[config.mk]
export PLATFORM = sky130hd
export DESIGN_NAME = pong_game_ctrl
export DESIGN_NICKNAME = d
export VERILOG_FILES = /design/src/rtl/pong_game_ctrl.sv
export SDC_FILE = /design/constraint.sdc
export NUM_CORES = 1
export LEC_CHECK = 0
export CORE_MARGIN = 4
export CORE_UTILIZATION = 51
export CTS_CLUSTER_DIAMETER = 100
export DETAILED_ROUTE_END_ITERATION = 8
export MAX_ROUTING_LAYER = met4
export PLACE_DENSITY = 0.81
export SYNTH_ARGS = -nofsm -noshare
export SYNTH_HDL_FRONTEND = slang
export SYNTH_SLANG_ARGS = --single-unit
[constraint.sdc]
create_clock -name clk50M -period 3.3 [get_ports clk50M]
set_input_delay 0.825 -clock clk50M [delete_from_list [all_inputs] [get_ports clk50M]]
set_output_delay 0.825 -clock clk50M [all_outputs]
set_load 0.005 [all_outputs]
[src/rtl/pong_game_ctrl.sv]
// pong_game_ctrl: frame-stepped pong controller.
// Ball and paddle motion, bounces, scoring and game FSM.
module pong_game_ctrl #(
  parameter int SCREEN_W     = 640,
  parameter int SCREEN_H     = 480,
  parameter int BALL_SIZE    = 8,
  parameter int PADDLE_W     = 8,
  parameter int PADDLE_H     = 64,
  parameter int P1_X         = 16,
  parameter int P2_X         = 616,
  parameter int PADDLE_STEP  = 4,
  parameter int BALL_STEP    = 2,
  parameter int SERVE_FRAMES = 60,
  parameter int WIN_SCORE    = 7
) (
  input  logic       clk50M,
  input  logic       reset,
  input  logic       frame_tick,
  input  logic       start,
  input  logic       p1_up,
  input  logic       p1_down,
  input  logic       p2_up,
  input  logic       p2_down,
  output logic [9:0] ball_x,
  output logic [9:0] ball_y,
  output logic [9:0] paddle_one_x,
  output logic [9:0] paddle_one_y,
  output logic [9:0] paddle_two_x,
  output logic [9:0] paddle_two_y,
  output logic [3:0] score_one,
  output logic [3:0] score_two,
  output logic [1:0] game_state
);

  typedef enum logic [1:0] {
    S_IDLE  = 2'b00,
    S_SERVE = 2'b01,
    S_PLAY  = 2'b10,
    S_OVER  = 2'b11
  } state_t;

  localparam int CW = $clog2(SERVE_FRAMES + 1);

  localparam logic [9:0] BX0 =
    10'((SCREEN_W - BALL_SIZE) / 2);
  localparam logic [9:0] BY0 =
    10'((SCREEN_H - BALL_SIZE) / 2);
  localparam logic [9:0] PY0 =
    10'((SCREEN_H - PADDLE_H) / 2);
  localparam logic [9:0] SW   = 10'(SCREEN_W);
  localparam logic [9:0] SH   = 10'(SCREEN_H);
  localparam logic [9:0] BSZ  = 10'(BALL_SIZE);
  localparam logic [9:0] STP  = 10'(BALL_STEP);
  localparam logic [9:0] PH   = 10'(PADDLE_H);
  localparam logic [9:0] YMAX =
    10'(SCREEN_H - BALL_SIZE);
  localparam logic [9:0] L_EDGE =
    10'(P1_X + PADDLE_W);
  localparam logic [9:0] R_EDGE = 10'(P2_X);
  localparam logic [9:0] R_SET =
    10'(P2_X - BALL_SIZE);
  localparam logic [9:0] P1X = 10'(P1_X);
  localparam logic [9:0] P2X = 10'(P2_X);
  localparam logic signed [10:0] PSTP =
    11'(PADDLE_STEP);
  localparam logic signed [10:0] PMAX =
    11'(SCREEN_H - PADDLE_H);
  localparam logic [3:0] WIN = 4'(WIN_SCORE);
  localparam logic [CW-1:0] SLAST =
    CW'(SERVE_FRAMES - 1);

  state_t          state, state_d;
  logic            dx, dy, sdir;
  logic            dx_d, dy_d, sdir_d;
  logic [CW-1:0]   cnt, cnt_d;
  logic [9:0]      bx_d, by_d, p1_d, p2_d;
  logic [3:0]      s1_d, s2_d, s1_inc, s2_inc;
  logic            ov1, ov2, hit1, hit2;
  logic            miss_l, miss_r;
  logic            ndx, ndy;
  logic [9:0]      nx, ny;

  // Paddle step in signed 11 bits, clamped to screen
  function automatic logic [9:0] pad_next(
    input logic [9:0] y,
    input logic       up,
    input logic       dn
  );
    logic signed [10:0] t;
    t = signed'({1'b0, y});
    if (up && !dn)
      t = t - PSTP;
    else if (dn && !up)
      t = t + PSTP;
    if (t[10])
      t = '0;
    else if (t > PMAX)
      t = PMAX;
    return t[9:0];
  endfunction

  assign game_state = state;

  assign ov1 = (ball_y + BSZ > paddle_one_y) &&
               (ball_y < paddle_one_y + PH);
  assign ov2 = (ball_y + BSZ > paddle_two_y) &&
               (ball_y < paddle_two_y + PH);

  assign hit1 = !dx && ov1 &&
                (ball_x <= L_EDGE + STP) &&
                (ball_x >= L_EDGE);
  assign hit2 = dx && ov2 &&
                (ball_x + BSZ + STP >= R_EDGE) &&
                (ball_x + BSZ <= R_EDGE);

  assign miss_l = !dx && !hit1 && (ball_x < STP);
  assign miss_r = dx && !hit2 &&
                  (ball_x + BSZ + STP > SW);

  assign s1_inc = (score_one < WIN) ?
                  score_one + 4'd1 : score_one;
  assign s2_inc = (score_two < WIN) ?
                  score_two + 4'd1 : score_two;

  // Bounce resolution and ball step, both axes
  always_comb begin
    ndx = dx;
    ndy = dy;
    nx  = ball_x;
    ny  = ball_y;
    if (!dy && ball_y < STP) begin
      ndy = 1'b1;
      ny  = '0;
    end else if (dy && ball_y + BSZ + STP > SH) begin
      ndy = 1'b0;
      ny  = YMAX;
    end else begin
      ny = dy ? ball_y + STP : ball_y - STP;
    end
    if (hit1) begin
      ndx = 1'b1;
      nx  = L_EDGE;
    end else if (hit2) begin
      ndx = 1'b0;
      nx  = R_SET;
    end else begin
      nx = dx ? ball_x + STP : ball_x - STP;
    end
  end

  // Game FSM next-state and per-frame updates
  always_comb begin
    state_d = state;
    bx_d    = ball_x;
    by_d    = ball_y;
    p1_d    = paddle_one_y;
    p2_d    = paddle_two_y;
    s1_d    = score_one;
    s2_d    = score_two;
    dx_d    = dx;
    dy_d    = dy;
    sdir_d  = sdir;
    cnt_d   = cnt;
    if (frame_tick) begin
      if (state != S_OVER) begin
        p1_d = pad_next(paddle_one_y, p1_up, p1_down);
        p2_d = pad_next(paddle_two_y, p2_up, p2_down);
      end
      unique case (state)
        S_IDLE, S_OVER: begin
          if (start) begin
            s1_d    = '0;
            s2_d    = '0;
            bx_d    = BX0;
            by_d    = BY0;
            sdir_d  = 1'b1;
            cnt_d   = '0;
            state_d = S_SERVE;
          end
        end
        S_SERVE: begin
          bx_d = BX0;
          by_d = BY0;
          if (cnt == SLAST) begin
            cnt_d   = '0;
            dx_d    = sdir;
            dy_d    = 1'b1;
            state_d = S_PLAY;
          end else begin
            cnt_d = cnt + CW'(1);
          end
        end
        S_PLAY: begin
          bx_d = nx;
          by_d = ny;
          dx_d = ndx;
          dy_d = ndy;
          if (miss_l || miss_r) begin
            bx_d  = BX0;
            by_d  = BY0;
            cnt_d = '0;
          end
          if (miss_l) begin
            s2_d    = s2_inc;
            sdir_d  = 1'b0;
            state_d = (s2_inc == WIN) ?
                      S_OVER : S_SERVE;
          end else if (miss_r) begin
            s1_d    = s1_inc;
            sdir_d  = 1'b1;
            state_d = (s1_inc == WIN) ?
                      S_OVER : S_SERVE;
          end
        end
        default: ;
      endcase
    end
  end

  // State and output registers
  always_ff @(posedge clk50M or negedge reset) begin
    if (!reset) begin
      state        <= S_IDLE;
      ball_x       <= BX0;
      ball_y       <= BY0;
      paddle_one_x <= P1X;
      paddle_two_x <= P2X;
      paddle_one_y <= PY0;
      paddle_two_y <= PY0;
      score_one    <= '0;
      score_two    <= '0;
      dx           <= 1'b1;
      dy           <= 1'b1;
      sdir         <= 1'b1;
      cnt          <= '0;
    end else begin
      state        <= state_d;
      ball_x       <= bx_d;
      ball_y       <= by_d;
      paddle_one_x <= P1X;
      paddle_two_x <= P2X;
      paddle_one_y <= p1_d;
      paddle_two_y <= p2_d;
      score_one    <= s1_d;
      score_two    <= s2_d;
      dx           <= dx_d;
      dy           <= dy_d;
      sdir         <= sdir_d;
      cnt          <= cnt_d;
    end
  end

endmodule

======== Yosys cells after proc, flatten, opt, wreduce, memory -nomap -nowiden ========
Cells that the tools add are included.
word-level totals
  register bits ........................... 59
  latch bits .............................. 0
  bits in writable memories ............... 0
  memory bits (read-only) ................. 0
  input bits .............................. 8
  output and inout port bits .............. 70
  logic and storage cells ................. 155
  memories ................................ 0
operators by class
  add/sub/neg operators ................... 17
  $mul .................................... 0
  div/mod/pow operators ................... 0
  order comparisons ....................... 16
  eq/ne operators ......................... 16
  shift-type cells ........................ 0
  mux-type cells .......................... 55
  bitwise logic cells ..................... 0
  reductions and logical operators ........ 40
operators with widths
  cell                     count
  $mux W10                 14
  $mux W11                 8
  $pmux W10 S3             2
  $add A10 B2 Y10 const B  4
  $mux W4                  6
  $add A10 B3 Y11 const B  2
  $gt A11 B10 Y1 const B   2
  $sub A10 B3 Y11 const B  2
  $add A10 B4 Y10 const B  2
  $add A10 B7 Y10 const B  2
  $gt A10 B10 Y1           2
  $lt A10 B10 Y1           2
  $lt A10 B2 Y1 const B    2
  $reduce_and A4 Y1        5
  $sub A10 B2 Y10 const B  2
  $logic_and A1 B1 Y1      18
  $mux W6                  3
  $pmux W6 S3              1
  $pmux W4 S2              2
  $ne A2 B2 Y1 const B     7
  $mux W2                  6
  $ge A10 B10 Y1 const B   1
  $ge A10 B5 Y1 const B    1
  $gt A10 B10 Y1 const B   1
  22 further kinds         47

======== Logic depth before layout (Yosys ltp) ========
Gate-level depths: netlist of run 1.
  depth after elaboration ................. 12
  gate-level depth with buffers ........... 16

======== Least setup slack after synthesis of run 1 ========
OpenSTA, ideal clock, no wires.
  kind .................................... reg-to-reg
  start point ............................. reg ball_y[3]
  end point ............................... reg ball_x[7]
  arrival ................................. 3.286 ns
  setup slack ............................. -0.123 ns
  cell stages (with the launch flop) ...... 15
  path buffers ............................ 2
  clock period less this slack ............ 3.423 ns
  cell sequence ........................... dfstp_2 -> clkbuf_1 -> nand2_1 -> nor2_1 -> xnor2_1 -> inv_1 -> ha_1 -> and4_1 -> a221o_1 -> a31oi_1 -> or3_1 -> or3_1 -> clkbuf_1 -> a41oi_1 -> a31oi_1
between the ends
  cells in the longest elaborated chain, start to end .. 12
  elaborated cells on any way between the ends .. 24
  classes of those cells .................. add/sub: 1; order compare: 4; mux: 4; reduce/logical: 15
ends and longest elaborated chain
  item                                                        RTL line  source
  from (decl)                                                 25        output logic [9:0] ball_y,
  from (signal assigned)                                      239       ball_y <= by_d;
  $add A10 B4 Y10                                             104, 106
  $gt A10 B10 Y1, on equally long branches                    104, 106
  $logic_and A1 B1 Y1, on equally long branches               104, 106
  $logic_and A1 B1 Y1, on equally long branches (2 in a row)  109, 112
  $logic_and A1 B1 Y1, on equally long branches               110, 113
  $logic_not A1 Y1, on equally long branches                  116, 117
  $logic_and A1 B1 Y1, on equally long branches (2 in a row)  116, 117
  $logic_or A1 B1 Y1                                          198       if (miss_l || miss_r) begin
  $mux W10 *                                                  198
  $pmux W10 S3 *                                              169       unique case (state)
  to (signal assigned)                                        224       ball_x <= BX0;
  to (signal assigned)                                        238       ball_x <= bx_d;
  to (decl)                                                   24        output logic [9:0] ball_x,
Every way passes the cells marked *; elsewhere a longest branch is shown, timed or not.
A chain may end at the register's enable or synchronous reset.

======== Final worst setup path of run 1 ========
  start point ............................. reg ball_y[3]
  end point ............................... reg ball_y[4]
between the ends
  cells in the longest elaborated chain, start to end .. 12
  elaborated cells on any way between the ends .. 32
  classes of those cells .................. add/sub: 4; order compare: 6; mux: 5; reduce/logical: 17
ends and longest elaborated chain
  item                                                                      RTL line
  parallel branches: the longest is 10 deep, another holds $add A10 B4 Y10  -
  $mux W10 *                                                                198
  $pmux W10 S3 *                                                            169
Every way passes the cells marked *.

==> results of run 1 <==
==> routing by layer <==
layer  up-vias  share of wire (%)
li1       2712                  -
met1      2762                 42
met2       245                 49
met3        38                6.5
met4         0                2.3
met5         -                  0
==> cell families after synthesis <==
family,after synthesis,share of synthesized area (%)
flops,53,24.00
fa+ha+maj,56,12.46
mux,9,1.713
simple gates,234,22.02
xor+xnor,32,5.117
compound gates,203,25.23
other cells,2,0.1335
buf+inv,106,9.321
==> what timing repair did <==
item / CTS / global route
gates resized for setup: 14 / 49
buffers inserted: 1 / 4
gates cloned: 1 / 0
pin swaps: 5 / 19
hold buffers: 0 / 0
endpoints found under the setup margin: 24 / 35
==> cells in the mapped netlist, types with 14 or more instances <==
library cell	n
nor3_1	14
ha_1	56
clkbuf_1	21
nor2_1	37
xnor2_1	27
o21ai_0	42
nand2_1	59
dfrtp_1	34
nand3_1	33
inv_1	47
dfstp_2	19
buf_4	28
a21oi_1	34
a31oi_1	18
==> per-stage QoR <==
stage | hold WS (ps) | std cells
CTS | 497.7 | 921
detailed placement | 481.8 | 911
finish | 479.5 | 924
global route | 518.3 | 924
global placement | 470.0 | 911
floorplan | 453.7 | 719
==> sequential cells by signal, indices dropped and copies added (netlist names), 2 cells and up <==
name / count
ball_x: 9
ball_y: 9
paddle_one_y: 8
paddle_two_y: 8
cnt: 6
score_one: 4
score_two: 4
game_state: 2
==> final cells by class <==
| cell class | instances | area [sq um] |
|---|---|---|
| Clock buffer | 6 | 82.58 |
| Clock inverter | 2 | 17.52 |
| Fill cell | 859 | 3805 |
| Inverter | 47 | 176.4 |
| Multi-Input combinational cell | 561 | 4161 |
| Sequential cell | 53 | 1350 |
| Tap cell | 140 | 175.2 |
| Timing Repair Buffer | 115 | 1025 |
==> worst max-delay path: stages (launching register included) <==
cell and delay (ps):
dfstp_2 620, ha_4 180, nand3_4 100, nor2_4 140, xnor2_2 130, ha_1 270, and4_4 210, a31oi_1 160
nand2_1 100, or3_4 440, a311oi_4 400, buf_6 210, nand2_4 80, o32ai_2 270
==> power breakdown <==
group	switching [mW]	internal (mW)
logic	1.38	1.17
clock network	0.264	0.175
registers	0.263	0.822
total	1.91	2.17
==> worst paths after layout <==
| kind | to | slack, ps |
|---|---|---|
| worst min register to register | sdir$_DFFE_PN1P_ | 500 |
| max in group asynchronous | ball_x[4]$_DFFE_PN1P_ | 2090 |
| worst min-delay path | paddle_one_y[5]$_DFFE_PN0P_ | 480 |
| min in group clk50M | sdir$_DFFE_PN1P_ | 500 |
| worst max-delay path | ball_y[4]$_DFFE_PN0P_ | -100 |
| worst max register to register | ball_y[4]$_DFFE_PN0P_ | -100 |
==> key figures, run 1 <==
Critical path
  • CP endpoint kind: register
  • Critical Path Start: ball_y[3]$_DFFE_PN1P_
  • CP Data Arrival Time: 3650 ps
  • Critical path class: reg -> reg
  • Reg2Reg Launch Point: ball_y[3]$_DFFE_PN1P_
  • Crit start category: register
  • Required @ worst endpoint: 3550 ps
  • Worst Path Max Fanout: 9
  • Reg2reg path depth: 13

CTS
  • Number of H-tree levels: 2
  • CTS tree: built
  • Max clock buf depth: 2
  • CTS buffer count: 5
  • Later-pin clock latency in the skew report: 340 ps
  • Clock Sinks: 53
  • Root Driver: clkbuf_8
  • Clock-pin slew on the worst setup and hold paths: 110 ps

Min path
  • Hold/Removal Path Class: in -> async

Route
  • Iteration-0 DRC Markers: 372
  • Wire length per cell: 17.60 um
  • DR vias: 5,757
  • Post-detailed-routing wire length: 16,260 um
  • ANT nets after route: 0
  • 1st-pass router iterations: 6
  • Vias/cell: 6.231
  • Number of remaining DRC errors: 0

Flow run
  • Max_cap viols: 0

GRT
  • Met2 Resource Use GR: 40.84%
  • Fraction of met1 tracks used by global routing: about 32%
  • First-pass GRT wire length: 26,030 um
  • Largest net degree at the start of global routing: 27
  • Met3 usage: 2.460%
  • Most used routing layer: met2
  • Vias in the first global route: ~5,400
  • Global Route Usage Sum: 24.78%
  • Initial antenna violation count: 0
  • Global route overflow: 0

Floorplanning
  • Initial Utilization: 52.11%
  • # rows: 38
  • I/O pin count: 78
  • Die width: 113.0 um
  • Die Span Y: ~110 um
  • Die area: 12,770 sq um
  • Core area: 10,790 sq um

Synthesis
  • Synth Flop Type: dfrtp_1
  • Synthesized cell area: 5624 sq um
  • Yosys warns: 0
  • Fraction of post-synthesis cell area in the top cell type by area: 15.13%
  • Post-synthesis sequential area ratio: 24.00%
  • Async set-reset flop share out of synthesis: 100.0%
  • Synthesized area per cell: a little over 8 sq um
  • Cell count after synthesis: 695
  • Netlist cell types: 83
  • Yosys reg bits: 53
  • Cell taking the most area after synthesis: dfrtp_1
  • Area contributors post-synth: dfrtp_1 (15%), ha_1 (12%), dfstp_2 (8.9%)
  • Post-synth EDFFs: 0

Finish
  • Final net count: 847
  • P&R area growth vs syn: 24.25%
  • Core Util, Final: between 60% and 70%
  • Leading cell type in the layout, fill and taps excluded: nand2_1
  • Fraction of layout cells with a size suffix above 1: 19.52%
  • Ant. Diodes: 0
  • Commonest non-fill, non-tap cells in the layout: nand2_1 (58), buf_4 (57), ha_1 (50), clkdlybuf4s50_1 (50), inv_1 (45)
  • Final instance area: 6988 sq um

STA
  • Final period util: 103.0%
  • Final slew viol count: 0
  • Clk_skew: 4.907 ps
  • Final setup violation count: 13
  • Max_slew headroom: about two fifths
  • Least-Margin Pin Slew: 890.9 ps
  • Final Hold Viols: 0
  • Tmin final: roughly 3400 ps
  • Setup TNS: -588.5 ps
  • RSZ-0062 raised after global routing: true
  • Post-layout worst setup margin: -97.92 ps
  • Max Freq: 294.3 MHz

Placed design
  • Final GP Congestion: 0.9375
  • Placed Instance Area: about 6500 sq um
  • Input/output buffers: roughly 50
  • Place WS: -192.4 ps
  • DP HPWL: 11,920 um

Pwr
  • P per Cell Area: roughly 600 nW/um^2
  • Max IR drop VDD: 392.5 uV
  • Design Power: 4.078 mW
  • Leak: 2.923 nW

Status
  • Failing checks: setup timing
  • Status: finished, violations left
No activity file was read; power rests on OpenSTA's default activity.
==> inputs of run 2 (changes only) <==
--- a/config.mk
+++ b/config.mk
@@ -5,7 +5,7 @@
 export SDC_FILE = /design/constraint.sdc
 export NUM_CORES = 1
 export LEC_CHECK = 0
-export CORE_MARGIN = 4
+export CORE_MARGIN = 2
 export CORE_UTILIZATION = 51
 export CTS_CLUSTER_DIAMETER = 100
 export DETAILED_ROUTE_END_ITERATION = 8
==> run 2 against run 1 <==
Compared with the run above: the run now ends clean; sequential cell count is the same; register-to-register slack gained 140 ps; clock power grew 8.7%; setup slack gained 140 ps; via count shrank 0.75%; largest power group unchanged.
==> key figures, run 2 (synthesis results as in run 1) <==
Critical path
  • Worst-path cell chain: nand2_1 -> nor2_4 -> xnor2_2 -> inv_1 -> buf_4 -> ha_1 -> nand4_1 -> nor4_2 -> nor3b_1 -> o211a_1 -> a21oi_4 -> a311oi_2 -> buf_4 -> buf_4 -> o31ai_2 -> o41ai_2
  • Crit start category: register
  • Crit path max-delay cell type: dfstp_2
  • Required @ worst endpoint: 3510 ps
  • Reg2reg path depth: 16
  • R2r endpoint: cnt[5]$_DFFE_PN0P_
  • Reg2Reg Launch Point: ball_y[3]$_DFFE_PN1P_
  • Most used cell, CP: buf_4
  • Critical path class: reg -> reg
  • Worst Path Max Fanout: 6
  • WP buf/inv: 4
  • CP Data Arrival Time: around 3500 ps
  • Max incr delay on CP: just over 600 ps
  • Worst path top cell family by delay: compound AO/OA/AOI/OAI gates
  • CP endpoint kind: register
  • Reg2Reg Setup Slack: 50 ps

Pwr
  • Pint: 2.187 mW
  • Comb power frac: ~61%
  • P per Cell Area: 577.2 nW/um^2
  • Leak: 2.946 nW
  • Design Power: 3.987 mW
  • Reg power frac: 27.1%
  • Net Sw Power: 1.800 mW
  • Clk pwr share: 12.0%
  • Switch share: 45.15%
  • Max IR drop VDD: ~320 uV

GRT
  • Vias in the first global route: 5,098
  • Global Route Usage Sum: between 20% and 30%
  • Global route overflow: 0
  • Initial antenna violation count: 0
  • Largest net degree at the start of global routing: 29
  • First-pass GRT wire length: 24,340 um

STA
  • Max_slew headroom: 40.32%
  • Setup TNS: 0 ps
  • Final slew viol count: 0
  • Worst Hold Slack: 503.5 ps
  • Final Hold Viols: 0
  • Final period util: 98.64%
  • Least-Margin Pin Slew: 889.2 ps
  • Clk_skew: approximately 13 ps
  • Final setup violation count: 0
  • Tmin final: 3255 ps
  • Max Freq: 307.2 MHz
  • RSZ-0062 raised after global routing: true

Flow run
  • Max_cap viols: 0

Finish
  • Commonest non-fill, non-tap cells in the layout: buf_4 (67), nand2_1 (59), ha_1 (53), clkdlybuf4s50_1 (50), inv_1 (47)
  • Final net count: 853
  • Finished Layout Cells: 930
  • Final instance area: 6908 sq um
  • Ant. Diodes: 0
  • Fraction of layout cells with a size suffix above 1: approximately 18%
  • Top Registers: ball_x: 9 flops, ball_y: 9 flops
  • Leading cell type in the layout, fill and taps excluded: buf_4
  • P&R area growth vs syn: 22.83%

Placed design
  • Placed Instance Area: 6505 sq um
  • Placed cells: 912
  • Final GP Congestion: 1.040
  • DP HPWL: around 12,000 um
  • Input/output buffers: 51

CTS
  • CTS tree: built
  • Root Driver: clkbuf_8
  • Clock Sinks: 53
  • Max clock buf depth: 2
  • Later-pin clock latency in the skew report: roughly 330 ps
  • Number of H-tree levels: 2
  • CTS Hold Bufs: 0
  • CTS buffer count: 5
  • Clock-pin slew on the worst setup and hold paths: 110 ps

Route
  • DR vias: 5,714
  • ANT nets after route: 0
  • Wire length per cell: around 17 um
  • Post-detailed-routing wire length: roughly 16,000 um
  • 1st-pass router iterations: 5
  • Vias/cell: 6.144
  • Number of remaining DRC errors: 0
  • Iteration-0 DRC Markers: between 400 and 500

Floorplanning
  • # rows: 38
  • Die Span Y: 109.0 um
  • Core area: 10,790 sq um
  • I/O pin count: 78
  • Die width: 109.0 um
  • Initial Utilization: 52.11%
  • Die area: 11,880 sq um

Min path
  • Hold/Removal Path Class: in -> async

Status
  • Status: completed
run 2: power groups by stage:
stage / sequential (mW) / combinational, mW / clock (mW)
detailed placement: 1.08 / 2.28 / 0
global route: 1.11 / 2.70 / 0.510
floorplan: 0.992 / 1.58 / 0
CTS: 1.07 / 2.34 / 0.479
finish: 1.08 / 2.43 / 0.477
global placement: 1.07 / 2.20 / 0
run 2: final cells by class:
type | instances | area [sq um]
clock buffers | 6 | 72.57
clock inverters | 2 | 38.79
fillers | 860 | 3885
inverters | 47 | 176.4
multi-input cells | 560 | 4039
flip-flops and latches | 53 | 1350
well taps | 140 | 175.2
repair buffers | 122 | 1056
run 2: repair_timing:
item	CTS	global route
setup endpoints to repair	24	33
pin swaps	2	13
resized for setup	10	32
setup buffers	2	8
run 2: worst max-delay path by stage:
stage                               start                    end  slack (ps)  cells past startpoint
detailed placement  ball_y[3]$_DFFE_PN1P_     cnt[5]$_DFFE_PN0P_        -170                     15
global placement    ball_y[3]$_DFFE_PN1P_         dx$_DFFE_PN1P_         -30                     12
floorplan           ball_y[3]$_DFFE_PN1P_  ball_x[7]$_DFFE_PN0P_          10                     14
CTS                 ball_y[3]$_DFFE_PN1P_     cnt[5]$_DFFE_PN0P_          -2                     14
global route        ball_y[3]$_DFFE_PN1P_  ball_y[1]$_DFFE_PN0P_         -50                     16
finish              ball_y[3]$_DFFE_PN1P_     cnt[5]$_DFFE_PN0P_          50                     16
run 2: per-layer routing:
metal	part of all wire, %	vias to the layer above	GRT usage [%]
met1	44	2741	34.73
met2	49	238	42.01
met3	6.0	26	2.690
met4	1.6	0	7.784
li1	-	2709	-
met5	0	-	-
run 2: metrics by stage:
stage / worst slack [ps] / utilization, %
after CTS: -2.182 / 62.04
after detailed placement: -171.4 / 60.27
final: 45.01 / 64.00
after floorplan: 10.75 / -
after global placement: -31.93 / 60.27
after global routing: -48.40 / 64.00
